--- src/rtl/trng_pkg.sv ---
// Shared defaults and mode encoding for the TRNG health-test word packer.
package trng_pkg;

  localparam int DEF_WORD_W     = 8;
  localparam int DEF_FIFO_DEPTH = 4;
  localparam int DEF_RCT_CUTOFF = 32;
  localparam int DEF_APT_WINDOW = 512;
  localparam int DEF_APT_CUTOFF = 410;

  localparam logic MODE_GATED = 1'b0;
  localparam logic MODE_RAW   = 1'b1;

endpackage

--- src/rtl/trng_health_packer_if.sv ---
// Word stream bundle between the packer FIFO and its consumer.
interface trng_health_packer_if
  import trng_pkg::*;
#(
  parameter int WORD_W = DEF_WORD_W
) ();

  // A word transfers on a cycle where word_valid and word_ready are both high;
  // while word_valid is high and word_ready low, word_data holds steady.
  logic [WORD_W-1:0] word_data;
  logic              word_valid;
  logic              word_ready;

  modport master (output word_data, output word_valid, input word_ready);
  modport slave  (input word_data, input word_valid, output word_ready);

endinterface

--- src/rtl/trng_word_fifo.sv ---
// Word FIFO with wrap-bit pointers; a push into a full FIFO is dropped unless a pop frees a slot.
module trng_word_fifo
  import trng_pkg::*;
#(
  parameter int WORD_W     = DEF_WORD_W,
  parameter int FIFO_DEPTH = DEF_FIFO_DEPTH
) (
  input  logic                 clk,
  input  logic                 rst,
  input  logic                 push,
  input  logic [WORD_W-1:0]    push_data,
  output logic                 overflow,
  trng_health_packer_if.master pop_side
);

  localparam int AW = $clog2(FIFO_DEPTH);

  logic [WORD_W-1:0] mem [FIFO_DEPTH];
  logic [AW:0]       wr_ptr;
  logic [AW:0]       rd_ptr;
  logic              empty;
  logic              full;
  logic              pop;
  logic              push_ok;

  assign empty   = (wr_ptr == rd_ptr);
  assign full    = (wr_ptr[AW] != rd_ptr[AW]) && (wr_ptr[AW-1:0] == rd_ptr[AW-1:0]);
  assign pop     = !empty && pop_side.word_ready;
  assign push_ok = push && (!full || pop);

  always_ff @(posedge clk) begin
    if (rst) begin
      wr_ptr   <= '0;
      rd_ptr   <= '0;
      overflow <= 1'b0;
    end else begin
      if (push_ok) wr_ptr <= wr_ptr + 1'b1;
      if (pop) rd_ptr <= rd_ptr + 1'b1;
      if (push && !push_ok) overflow <= 1'b1;
    end
  end

  // Storage needs no reset: the head is masked to zero whenever the FIFO is empty.
  always_ff @(posedge clk) begin
    if (push_ok) mem[wr_ptr[AW-1:0]] <= push_data;
  end

  assign pop_side.word_valid = !empty;
  assign pop_side.word_data  = empty ? '0 : mem[rd_ptr[AW-1:0]];

endmodule

--- src/rtl/trng_health_packer.sv ---
// Runs repetition-count and adaptive-proportion health tests on a raw entropy bit stream
// and packs accepted bits LSB-first into words queued for a valid/ready consumer.
module trng_health_packer
  import trng_pkg::*;
#(
  parameter int WORD_W     = DEF_WORD_W,
  parameter int FIFO_DEPTH = DEF_FIFO_DEPTH,
  parameter int RCT_CUTOFF = DEF_RCT_CUTOFF,
  parameter int APT_WINDOW = DEF_APT_WINDOW,
  parameter int APT_CUTOFF = DEF_APT_CUTOFF
) (
  input  logic              TRNG_Clock,
  input  logic              TRNG_Reset,
  input  logic              sample_bit,
  input  logic              sample_valid,
  input  logic              ctrl_mode,
  input  logic              clear_fail,
  output logic [WORD_W-1:0] word_data,
  output logic              word_valid,
  input  logic              word_ready,
  output logic              failure,
  output logic              overflow
);

  localparam int RCT_W  = $clog2(RCT_CUTOFF) + 1;
  localparam int APT_IW = $clog2(APT_WINDOW) + 1;
  localparam int APT_CW = $clog2(APT_CUTOFF) + 1;
  localparam int BIT_W  = $clog2(WORD_W) + 1;

  // Repetition count test
  logic             rct_seen;
  logic             rct_last;
  logic [RCT_W-1:0] rct_cnt;
  logic [RCT_W-1:0] rct_next;
  logic             rct_evt;

  always_comb begin
    rct_next = rct_cnt;
    if (!rct_seen || (sample_bit != rct_last)) rct_next = RCT_W'(1);
    else if (rct_cnt != RCT_W'(RCT_CUTOFF)) rct_next = rct_cnt + 1'b1;
  end

  // A run held at the cutoff keeps flagging, so a clear during a stuck source re-fails.
  assign rct_evt = sample_valid && (rct_next == RCT_W'(RCT_CUTOFF));

  always_ff @(posedge TRNG_Clock) begin
    if (TRNG_Reset) begin
      rct_seen <= 1'b0;
      rct_last <= 1'b0;
      rct_cnt  <= '0;
    end else if (sample_valid) begin
      rct_seen <= 1'b1;
      rct_last <= sample_bit;
      rct_cnt  <= rct_next;
    end
  end

  // Adaptive proportion test; apt_idx == 0 means the next sample opens a window
  logic              apt_ref;
  logic [APT_IW-1:0] apt_idx;
  logic [APT_IW-1:0] apt_idx_next;
  logic [APT_CW-1:0] apt_cnt;
  logic [APT_CW-1:0] apt_cnt_next;
  logic              apt_evt;

  always_comb begin
    apt_cnt_next = apt_cnt;
    if (apt_idx == '0) apt_cnt_next = APT_CW'(1);
    else if ((sample_bit == apt_ref) && (apt_cnt != APT_CW'(APT_CUTOFF)))
      apt_cnt_next = apt_cnt + 1'b1;
    apt_idx_next = (apt_idx == APT_IW'(APT_WINDOW - 1)) ? '0 : apt_idx + 1'b1;
  end

  assign apt_evt = sample_valid && (apt_cnt_next == APT_CW'(APT_CUTOFF)) &&
                   ((apt_idx == '0) || (apt_cnt != APT_CW'(APT_CUTOFF)));

  always_ff @(posedge TRNG_Clock) begin
    if (TRNG_Reset) begin
      apt_ref <= 1'b0;
      apt_idx <= '0;
      apt_cnt <= '0;
    end else if (sample_valid) begin
      if (apt_idx == '0) apt_ref <= sample_bit;
      apt_idx <= apt_idx_next;
      apt_cnt <= apt_cnt_next;
    end
  end

  logic fail_evt;
  assign fail_evt = rct_evt || apt_evt;

  always_ff @(posedge TRNG_Clock) begin
    if (TRNG_Reset) failure <= 1'b0;
    else if (fail_evt) failure <= 1'b1;
    else if (clear_fail) failure <= 1'b0;
  end

  // Packer: a mode change restarts the word, and the same-cycle sample becomes its bit 0
  logic              mode_q;
  logic              mode_chg;
  logic              pack_en;
  logic              push;
  logic [BIT_W-1:0]  bit_cnt;
  logic [BIT_W-1:0]  start_idx;
  logic [WORD_W-1:0] shift_q;
  logic [WORD_W-1:0] packed_word;

  assign mode_chg    = (ctrl_mode != mode_q);
  assign pack_en     = sample_valid && ((ctrl_mode == MODE_RAW) || (!failure && !fail_evt));
  assign start_idx   = mode_chg ? '0 : bit_cnt;
  assign packed_word = (mode_chg ? '0 : shift_q) | (WORD_W'(sample_bit) << start_idx);
  assign push        = pack_en && (start_idx == BIT_W'(WORD_W - 1));

  always_ff @(posedge TRNG_Clock) begin
    if (TRNG_Reset) begin
      mode_q  <= MODE_GATED;
      shift_q <= '0;
      bit_cnt <= '0;
    end else begin
      mode_q <= ctrl_mode;
      if (push) begin
        shift_q <= '0;
        bit_cnt <= '0;
      end else if (pack_en) begin
        shift_q <= packed_word;
        bit_cnt <= start_idx + 1'b1;
      end else if (mode_chg || ((ctrl_mode == MODE_GATED) && fail_evt)) begin
        shift_q <= '0;
        bit_cnt <= '0;
      end
    end
  end

  trng_health_packer_if #(.WORD_W(WORD_W)) word_bus ();

  trng_word_fifo #(
    .WORD_W     (WORD_W),
    .FIFO_DEPTH (FIFO_DEPTH)
  ) u_fifo (
    .clk       (TRNG_Clock),
    .rst       (TRNG_Reset),
    .push      (push),
    .push_data (packed_word),
    .overflow  (overflow),
    .pop_side  (word_bus)
  );

  assign word_data           = word_bus.word_data;
  assign word_valid          = word_bus.word_valid;
  assign word_bus.word_ready = word_ready;

endmodule

--- config.mk ---
export PLATFORM = sky130hd
export DESIGN_NAME = trng_health_packer
export DESIGN_NICKNAME = d
export VERILOG_FILES = /design/src/rtl/trng_pkg.sv /design/src/rtl/trng_health_packer_if.sv /design/src/rtl/trng_word_fifo.sv /design/src/rtl/trng_health_packer.sv
export SDC_FILE = /design/constraint.sdc
export NUM_CORES = 1
export LEC_CHECK = 0
export ABC_AREA = 1
export BUFFER_PORTS_ARGS = -buffer_cell sky130_fd_sc_hd__buf_4
export CORE_ASPECT_RATIO = 1.75
export CORE_MARGIN = 2
export CORE_UTILIZATION = 30
export CTS_CLUSTER_DIAMETER = 100
export DETAILED_ROUTE_END_ITERATION = 16
export PLACE_DENSITY = 0.54
export SYNTH_ARGS = -nofsm -noshare
export SYNTH_HDL_FRONTEND = slang
export SYNTH_SLANG_ARGS = --single-unit
--- constraint.sdc ---
create_clock -name TRNG_Clock -period 2.5 [get_ports TRNG_Clock]
set_input_delay 0.125 -clock TRNG_Clock [delete_from_list [all_inputs] [get_ports TRNG_Clock]]
set_output_delay 0.125 -clock TRNG_Clock [all_outputs]
set_load 0.005 [all_outputs]
==> results.md <==
- Initial antenna violation count: 0
- Max Fanout on Critical Path: 8
- Core area: 13840 sq um
- GRT Overall Usage: about an eighth
- H-Tree Depth: 3
- Root Driver: clkbuf_16
- Initial Util: 30.51%
- Netlist cell types: 36
- R2R setup slack: roughly 250 ps
- Placed Cells: around 710
- Fin. max-slew vios: 0
- Worst-path clk slew: 70 ps
- Max VDD drop: 0.3153 mV
- Primary FF master, synth: dfxtp_1
- TritonCTS clock tree: built
- Hold bufs inserted after CTS: 0
- Starting DRT DRC Count: 106
- Hold_sp: sample_bit
- Area Overhead vs Synth: 15.00%
- WP buf/inv: 1
- Kind of end point of the critical path: flip-flop
- # rows: 57
- Total CTS buffers: 9
- Status: complete, no violations
- Worst-margin pin slew: 623.3 ps
- Cell area after layout: between 4000 and 5000 sq um
- Post-DR vias/cell: roughly 4.8
- Period utilisation layout: between 80% and 90%
- Overall power: 3.011 mW
- Hold Crit Class: in -> reg
- Clock Sinks: 84
- Synth area leaders: dfxtp_1 (25%), edfxtp_1 (23%), nand2_1 (10%)
- Relative slew slack: about 58%
- Post-Synthesis Cells: around 520
- R2R Path End: u_fifo.mem[3][3]$_DFFE_PP_
- R2R cell count: 14
- End-of-flow core utilization: a little over a third
- WP data arrival: 2330 ps
- #FFs+latches synth: 84
- Post-CTS Setup Inserts: 0
- Delay-heaviest family, CP: simple AND/OR/NAND/NOR gates
- Pre-Repair DR Iteration Count: 4
- Die area: about 15000 sq um
- Synth area leader: dfxtp_1
- Final antenna-violating net count: 0
- Hold Path Depth: 3
- Post-DR wirelength/cell: between 10 and 15 microns
- Antenna diode count: 0
- Hold Fails Final Rpt: 0
- Max Fclk: 0.4453 GHz
- DP HPWL: roughly 7 mm
- Most used cell, CP: nor2_1
- Number of port buffers: 17
- Via Count: roughly 3500
- Layout Nets: roughly 570
- Slowest cell on crit path: dfxtp_2
- Gpl congestion: approximately 0.8
- Register area share after synthesis: between 40% and 50%
- CP Launch Type: flip-flop
- Critical path class: reg -> reg
- Post-synth EDFFs: 32
- Final wirelength: between 9 and 10 mm
- Final cell count without fillers: between 700 and 800
- Top cell type's share of synthesized area: 24.66%
- Clk_lat worst skew: about 340 ps
- Largest net degree at the start of global routing: 27
- Leak: ~1.9 nW
- Worst Hold End: rct_last$_SDFFE_PP0P_
- Synth top cells by count: nand2_1 (112), nor2_1 (71), inv_1 (60)
- Vias in the first global route: approximately 3400
- Critical path startpoint: apt_cnt[1]$_SDFFE_PP0P_
- CP required: 2590 ps
- Die height: roughly 160 microns
- # DRC: 0
- Fill cell total of the finished layout: about 1500
- Global route total overflow: 0
- Layout cell share with drive strength beyond 1: about 14%
- Final setup skew: 11.15 ps
- Final worst path period need: approximately 2200 ps
- Worst-case clock buffer depth: 2
- Dpl cell area: roughly 4600 sq um
- First-pass GRT wire length: roughly 16 mm
- Sequence of cells on the critical path: ha_2 > nand2_1 > nor2_1 > nand2_1 > xor2_1 > nor2_1 > nand2_1 > nor2_1 > nand3_2 > nand2_2 > nand2_2 > nand4_4 > nor2_1 > buf_4
- Slowest stage delay, CP: around 370 ps
- Syn. warnings: 0
- Final setup fails: 0
- Syn_nets: between 500 and 600
- PwrDens: around 620 nW/um^2
- Die W: 93.67 microns
- I/O pin cnt: 18
- Count leader, synth: nand2_1
- Max_cap viols: 0
- Synth Cell Area: 4222 sq um
- Ys async rst share: 0%
- Syn_area_per_cell: 8.056 sq um
- Reg-to-reg startpoint: apt_cnt[1]$_SDFFE_PP0P_
==> metal layers <==
layer	part of all wire [%]	GRT usage [%]	routed length (microns)
met5	0	0	0
met2	56	24.82	5049
met3	2.5	2.111	224
met4	1.8	4.809	166
met1	40	13.60	3620
==> per-stage QoR <==
step           setup TNS (ps)  setup WS (ps)  hold WS [ps]
6_report                    0          254.2         101.5
4_1_cts                     0          110.5         88.92
3_5_place_dp                0          142.7         445.1
2_1_floorplan               0          150.3         324.4
5_1_grt                -7.570         -3.857         101.9
3_3_place_gp                0          176.0         445.7
==> layout by cell type, fill, tap and decap left out, types with 2 or more instances in the layout <==
cell         n
a211oi_1     2
a21oi_1     29
a21oi_2     10
buf_4       28
clkbuf_16    9
clkinv_4     3
dfxtp_1     50
dfxtp_2      2
edfxtp_1    32
ha_1        11
inv_1       59
inv_2        3
nand2_1    110
nand2_2      6
nand3_1     29
nand3_2      2
nand3b_1     2
nand4_1      8
nor2_1      70
nor2_2       6
nor3_1       6
nor3b_1      3
o21ai_0     33
o32ai_1      8
xnor2_1      3
xor2_1      11
==> where the power goes <==
part	total, mW	internal, mW	leakage (nW)	switching (mW)
clock	1.20	0.673	0.130	0.531
sequential	1.48	1.44	0.721	0.0320
combinational	0.332	0.127	1.08	0.205
==> how the worst max path moves through the flow <==
stage | endpoint | cells past startpoint
after detailed placement | u_fifo.mem[0][5]$_DFFE_PP_ | 15
after floorplan | u_fifo.mem[0][0]$_DFFE_PP_ | 15
after global placement | u_fifo.mem[1][2]$_DFFE_PP_ | 14
final | u_fifo.mem[3][3]$_DFFE_PP_ | 14
after CTS | u_fifo.mem[0][4]$_DFFE_PP_ | 14
after global routing | u_fifo.mem[1][4]$_DFFE_PP_ | 14
==> what timing repair did <==
| item | in CTS | in global routing |
|---|---|---|
| setup endpoints to repair | 0 | 48 |
| endpoints found under the hold margin | 0 | 0 |
| resized for setup | 0 | 9 |
==> registers in the layout, summed over array words and instances, names as in the netlist, named ones only <==
register and flops:
failure 1, u_fifo.rd_ptr 3, bit_cnt 4, shift_q 8, apt_cnt 10, apt_ref 1, u_fifo.wr_ptr 3, rct_seen 1
u_fifo.mem 32, u_fifo.overflow 1, rct_cnt 6, apt_idx 10, mode_q 1, rct_last 1
==> cells by family (layout without fill, tap and decap cells) <==
logic type	after synthesis	after routing	synth area share [%]
AND/OR/NAND/NOR	247	247	25.43
buffers and inverters	79	107	7.943
AO/OA/AOI/OAI	88	88	12.74
flip-flops	84	84	47.42
XOR/XNOR	14	14	2.905
adder cells (fa/ha/maj)	12	12	3.557
==> area by class of cell <==
class                           instances  area (sq um)  area share (%)
Inverter                               62         232.7           4.794
Sequential cell                        84          2004           41.29
Tap cell                              177         221.5           4.562
Clock buffer                           10         229.0           4.716
Multi-Input combinational cell        361          1903           39.20
Clock inverter                          6         42.54          0.8763
Timing Repair Buffer                   29         221.5           4.562
==> tightest hold or removal path, stage by stage <==
cell	delay, ps
buf_4	150
inv_2	60
a211oi_1	60
No activity file was read; power rests on OpenSTA's default activity.
